**src/rtl/cai_pkg.sv**
```systemverilog
// Shared CAI definitions: fetch FSM state encoding and the default descriptor stride.
package cai_pkg;
    typedef enum logic [2:0] {IDLE, REQ, WAIT, OUT, ERR} cai_fetch_state_e;

    localparam int CAI_DESC_BYTES = 32;
endpackage

```
**src/rtl/cai_ring_ptr.sv**
```systemverilog
// Ring slot pointer with wrap-at-size; head_nxt lets the owner precompute addresses.
module cai_ring_ptr #(
    parameter int RING_W = 32
) (
    input  logic              clk,
    input  logic              rst,
    input  logic              clear,
    input  logic              advance,
    input  logic [RING_W-1:0] size,
    output logic [RING_W-1:0] head,
    output logic [RING_W-1:0] head_nxt
);
    always_comb begin
        head_nxt = head;
        if (clear)
            head_nxt = '0;
        else if (advance)
            head_nxt = (head == size - 1'b1) ? '0 : head + 1'b1;
    end

    always_ff @(posedge clk or posedge rst) begin
        if (rst) head <= '0;
        else     head <= head_nxt;
    end
endmodule

```
**src/rtl/cai_submit_fetch.sv**
```systemverilog
// Submit-ring fetcher: counts doorbells, reads one descriptor at a time, and hands
// each one to the command decoder tagged with context and ring slot.
module cai_submit_fetch
    import cai_pkg::*;
#(
    parameter int ADDR_W     = 64,
    parameter int RING_W     = 32,
    parameter int CTX_W      = 16,
    parameter int DESC_W     = 256,
    parameter int DESC_BYTES = CAI_DESC_BYTES
) (
    input  logic              clk,
    input  logic              rst,
    input  logic              enable,
    input  logic [ADDR_W-1:0] submit_base,
    input  logic [RING_W-1:0] submit_size,
    input  logic              submit_doorbell,
    input  logic [CTX_W-1:0]  context_sel,
    output logic              rd_req_valid,
    input  logic              rd_req_ready,
    output logic [ADDR_W-1:0] rd_req_addr,
    input  logic              rd_rsp_valid,
    input  logic [DESC_W-1:0] rd_rsp_data,
    input  logic              rd_rsp_err,
    output logic              desc_valid,
    input  logic              desc_ready,
    output logic [DESC_W-1:0] desc_data,
    output logic [CTX_W-1:0]  desc_ctx,
    output logic [RING_W-1:0] desc_idx,
    output logic [RING_W-1:0] head,
    output logic [RING_W-1:0] pending,
    output logic              busy,
    output logic              err_fetch,
    output logic              err_overflow
);
    localparam int OFS_SH = $clog2(DESC_BYTES);

    cai_fetch_state_e  state, state_nxt;
    logic [ADDR_W-1:0] base_snap, base_use, addr_nxt;
    logic [RING_W-1:0] size_snap, head_nxt, pending_nxt;
    logic              go, clr, handoff, ovf, inc, rsp_take;

    assign go       = (state == IDLE) && enable && (pending != '0);
    assign clr      = (state == IDLE) && !enable;
    assign handoff  = (state == OUT) && desc_ready;
    assign rsp_take = (state == WAIT) && rd_rsp_valid;
    assign ovf      = submit_doorbell && ((pending == submit_size) || (submit_size == '0));
    assign inc      = submit_doorbell && !ovf;
    assign desc_idx = head;

    cai_ring_ptr #(.RING_W(RING_W)) u_head (
        .clk      (clk),
        .rst      (rst),
        .clear    (clr),
        .advance  (handoff),
        .size     (size_snap),
        .head     (head),
        .head_nxt (head_nxt)
    );

    always_comb begin
        state_nxt = state;
        case (state)
            IDLE: if (go) state_nxt = REQ;
            REQ:  if (rd_req_ready) state_nxt = WAIT;
            WAIT: if (rd_rsp_valid) state_nxt = rd_rsp_err ? ERR : OUT;
            OUT:  if (desc_ready) state_nxt = (enable && pending > 1) ? REQ : IDLE;
            ERR:  if (!enable) state_nxt = IDLE;
            default: state_nxt = IDLE;
        endcase
    end

    // Address is formed from next-cycle base/head so it is registered on REQ entry.
    always_comb begin
        base_use = go ? submit_base : base_snap;
        addr_nxt = base_use + (ADDR_W'(head_nxt) << OFS_SH);
    end

    always_comb begin
        pending_nxt = pending;
        if (inc && !handoff)
            pending_nxt = pending + 1'b1;
        else if (!inc && handoff)
            pending_nxt = pending - 1'b1;
    end

    always_ff @(posedge clk or posedge rst) begin
        if (rst) begin
            state        <= IDLE;
            base_snap    <= '0;
            size_snap    <= '0;
            desc_ctx     <= '0;
            desc_data    <= '0;
            rd_req_addr  <= '0;
            rd_req_valid <= 1'b0;
            desc_valid   <= 1'b0;
            busy         <= 1'b0;
            pending      <= '0;
            err_fetch    <= 1'b0;
            err_overflow <= 1'b0;
        end else begin
            state        <= state_nxt;
            rd_req_valid <= (state_nxt == REQ);
            desc_valid   <= (state_nxt == OUT);
            busy         <= (state_nxt != IDLE);
            if (go) begin
                base_snap <= submit_base;
                size_snap <= submit_size;
                desc_ctx  <= context_sel;
            end
            if (state_nxt == REQ && state != REQ)
                rd_req_addr <= addr_nxt;
            if (rsp_take)
                desc_data <= rd_rsp_data;
            if (clr) begin
                pending      <= '0;
                err_fetch    <= 1'b0;
                err_overflow <= 1'b0;
            end else begin
                pending <= pending_nxt;
                if (ovf) err_overflow <= 1'b1;
                if (rsp_take && rd_rsp_err) err_fetch <= 1'b1;
            end
        end
    end
endmodule
```
**config.mk**
```make
export PLATFORM = sky130hd
export DESIGN_NAME = cai_submit_fetch
export DESIGN_NICKNAME = d
export VERILOG_FILES = /design/src/rtl/cai_pkg.sv /design/src/rtl/cai_ring_ptr.sv /design/src/rtl/cai_submit_fetch.sv
export SDC_FILE = /design/constraint.sdc
export NUM_CORES = 1
export LEC_CHECK = 0
export ABC_AREA = 1
export CAP_MARGIN = 0
export CORE_AREA = 2 2 317 319
export CTS_BUF_LIST = sky130_fd_sc_hd__clkbuf_4
export CTS_CLUSTER_DIAMETER = 50
export DETAILED_ROUTE_END_ITERATION = 8
export DIE_AREA = 0 0 319 321
export GPL_ROUTABILITY_DRIVEN = 0
export GPL_TIMING_DRIVEN = 0
export SLEW_MARGIN = 20
export SYNTH_ARGS = -nofsm -noshare
export SYNTH_HDL_FRONTEND = slang
export SYNTH_SLANG_ARGS = --single-unit
```
**constraint.sdc**
```tcl
create_clock -name clk -period 19.5 [get_ports clk]
set_input_delay 3.9 -clock clk [delete_from_list [all_inputs] [get_ports clk]]
set_output_delay 3.9 -clock clk [all_outputs]
set_load 0.1 [all_outputs]
```
==> flow_summary_export.csv <==
group,metric,value,unit
floorplan,boundaryPins,813,
setup_path,reg2reg_to,"rd_req_addr[60]",
setup_path,r2r_slack,13730,ps
sta,min_period,8334,ps
hold_path,hold_path_depth,2,
sta,fin_crit_sh,0.4274,
drt,wl_per_cell,21.21,um
cts,cts.clk_slew.worst_paths,70,ps
placed_design,portBuffers,811,
setup_path,start_kind,"input pin",
grt,grt_pass1_vias,26880,
finish,nNetsFinal,4813,
setup_path,r2r-start,"pending[0]",
cts,cts_buffers,152,
sta,worst_slew_pin_slew,1173,ps
power_and_ir_drop,power_density,208.3,nW/um^2
flow_run,max_cap_violations,0,
floorplan,fp.coreArea,99280,um^2
sta,drv_slew,0,
cts,ctsHoldBuffers,0,
drt,drc_errors,0,
logic_synthesis,ys_types,45,
sta,setup_violations,0,
drt,drtIter0Drc,1981,
logic_synthesis,synth_area_per_cell,7.779,um^2
setup_path,reg2regPathDepth,25,
grt,grt_pass1_wl,179100,um
floorplan,num_rows,116,
grt,gr-total-overflow,0,
logic_synthesis,synth_warnings,0,
floorplan,fp.dieH,321,um
setup_path,worst-path-buf-inv,5,
power_and_ir_drop,p_leak,18.36,nW
drt,drtAntennaViolNets,0,
cts,post_cts_buffers,0,
setup_path,slowest_delay,610,ps
drt,wl,123500,um
setup_path,crit_family,"simple AND/OR/NAND/NOR gates",
setup_path,cp_common_cell,"a21oi_1",
power_and_ir_drop,peakVddDrop,0.1741,mV
cts,htreeDepth,4,
placed_design,dp.cells,5543,
cts,clock-sinks,504,
logic_synthesis,synth_area,26680,um^2
setup_path,crit_path_end_kind,"flop",
sta,finalHoldViolCount,0,
placed_design,hpwl,97750,um
logic_synthesis,yosysSeqAreaShare,0.4728,
sta,hold_slack,471.1,ps
hold_path,min_path_type,"reg2reg",
setup_path,critPathRequiredTime,20430,ps
grt,antenna_found_initial,37,
sta,rsz0062_at_grt,"false",
setup_path,critical_path_class,"in2reg",
logic_synthesis,netlist_top_cells_area,"dfrtp_1 47%, nand2_1 19%, xor2_1 3.9%",
logic_synthesis,synth_top_cell_by_area,"dfrtp_1",
finish,final_cell_count_no_fill,5824,
floorplan,die_w,319,um
cts,clk_latency,1060,ps
logic_synthesis,synth-seq-cells,504,
setup_path,crit_slowest_cell,"nand3_1",
logic_synthesis,syn_nets,3843,
sta,finalSetupTns,0,ps
grt,grt_usage,0.2368,
cts,ctsResizeCount,0,
hold_path,worstHoldStart,"base_snap[2]",
sta,skew,77.22,ps
finish,layout_commonest_cell,"nand2_1",
finish,drive_gt1_frac,0.1093,
finish,utilization,0.3874,
finish,nFillCells,10290,
grt,grt_max_degree,99,
setup_path,worstPathMaxFanout,10,
hold_path,hold_end,"base_snap[2]",
setup_path,path_cells,"clkdlybuf4s50_1 > nand3_1 > inv_1 > buf_2 > nand2_1 > nor2_1 > nand4_1 > nor2_1 > nand4_1 > o31ai_1 > nand3_1 > nor2_1 > ha_1 > a21oi_1 > inv_1 > a21oi_1 > o21ai_0 > o21bai_1 > a21oi_1 > inv_1 > nand2_1 > a21oi_1 > o21ai_1 > nand2_1",
floorplan,start_util,0.2687,
cts,clockBufferDepth,3,
drt,vias_per_cell,4.683,
setup_path,crit_arrival,9270,ps
floorplan,die-area,102400,um^2
finish,mostFrequentLayoutCells,"1340 x nand2_1, 796 x clkdlybuf4s50_1, 504 x dfrtp_1",
placed_design,post-place-ws,10240,ps
drt,dr.pass1.iters,6,
drt,vias,27270,
logic_synthesis,synth_top_area_frac,0.4728,
sta,fmax,120.0,MHz
sta,relSlewSlack,0.2157,
cts,cts_tree,"done",
cts,cts-root-buf,"clkbuf_4",
run_status,status,"finished clean",
sta,worst_slack,11170,ps
finish,syn_to_final_growth,44.16,%
logic_synthesis,synthCells,3429,
sequential cells by signal, summed over array words and instances (netlist names), 3 cells and up:
signal and cells:
size_snap 32, pending 32, desc_ctx 16, base_snap 64, u_head.head 32, rd_req_addr 64
state 3, desc_data 256
worst max-delay path by stage:
stage | to | start | depth (start not counted)
global route | rd_req_addr[53] | desc_ready | 25
detailed placement | rd_req_addr[45] | desc_ready | 24
CTS | rd_req_addr[45] | desc_ready | 24
floorplan | base_snap[0] | rst | 1
finish | rd_req_addr[45] | desc_ready | 24
global placement | desc_data[150] | rst | 2
kinds of logic (layout without fill, tap and decap cells):
kind of cell / Yosys count / in the layout / share of synthesized area
and+or+nand+nor: 2065 / 2065 / 0.3286
DFF: 504 / 504 / 0.4728
buffers and inverters: 425 / 1496 / 0.06937
AOI/OAI and AO/OA: 192 / 192 / 0.03931
xor gates and xnor gates: 157 / 157 / 0.05155
muxes: 48 / 48 / 0.02026
adders and majority gates: 38 / 38 / 0.01810
other: 0 / 26 / 0
per-layer routing:
| layer | global-route usage | vias to the layer above | wire length, um |
|---|---|---|---|
| met3 | 0.07940 | 206 | 11480 |
| met5 | 0 | - | 13 |
| met1 | 0.2819 | 12970 | 48980 |
| met2 | 0.3989 | 1227 | 59580 |
| met4 | 0.08145 | 2 | 3448 |
| li1 | - | 12870 | - |
stage by stage:
stage                     total power, mW  area, um^2
after floorplan                     5.512       26680
after global placement              6.939       36420
after detailed placement            6.942       36510
after CTS                           8.058       38410
after global routing                8.405       38450
final                               8.009       38460
Yosys cell counts (all sizes together):
master / count
ha: 37
o211ai: 1
or2: 17
clkbuf: 88
nor2: 280
nand2: 1383
a31o: 1
o21bai: 12
nand4: 106
nor3b: 4
and2: 1
clkinv: 2
a21o: 5
inv: 243
mux2: 48
o21ai: 100
xor2: 120
xnor2: 37
nor4: 20
a2111o: 1
nor3: 47
dfrtp: 504
a31oi: 11
buf: 92
nand3: 207
o31ai: 2
a21oi: 57
o22ai: 2
fa: 1
where the power goes:
part	internal, mW	total [mW]	switching [mW]
registers	1.50	1.80	0.300
logic	1.18	5.15	3.97
clock network	0.561	1.07	0.507
worst register-to-register path, stage by stage, from the launching register on:
cell,delay [ps]
dfrtp_1,500
inv_1,270
ha_1,360
nand2_4,140
nor2_8,150
nand2_4,120
o21ai_4,200
buf_6,180
buf_12,140
buf_2,350
buf_2,420
mux2_2,430
ha_1,380
nand2_1,140
nor2_1,160
inv_1,100
nor2_1,100
inv_1,50
o21ai_0,500
nand3_1,130
nand2_1,210
nand3_1,150
nand2_1,230
nand3_1,110
nand3_1,90
nand2_1,50
area by class of cell:
| class | instances | area (um^2) | share of cell area |
|---|---|---|---|
| flip-flops and latches | 504 | 12610 | 0.3280 |
| multi-input cells | 2500 | 12220 | 0.3177 |
| repair buffers | 816 | 8180 | 0.2127 |
| clock buffers | 224 | 1682 | 0.04373 |
| well taps | 1298 | 1624 | 0.04223 |
| plain buffers | 180 | 930.9 | 0.02421 |
| inverters | 245 | 927.1 | 0.02411 |
| clock inverters | 31 | 219.0 | 0.005694 |
| diodes | 26 | 65.06 | 0.001692 |
No activity file was read; power rests on OpenSTA's default activity.
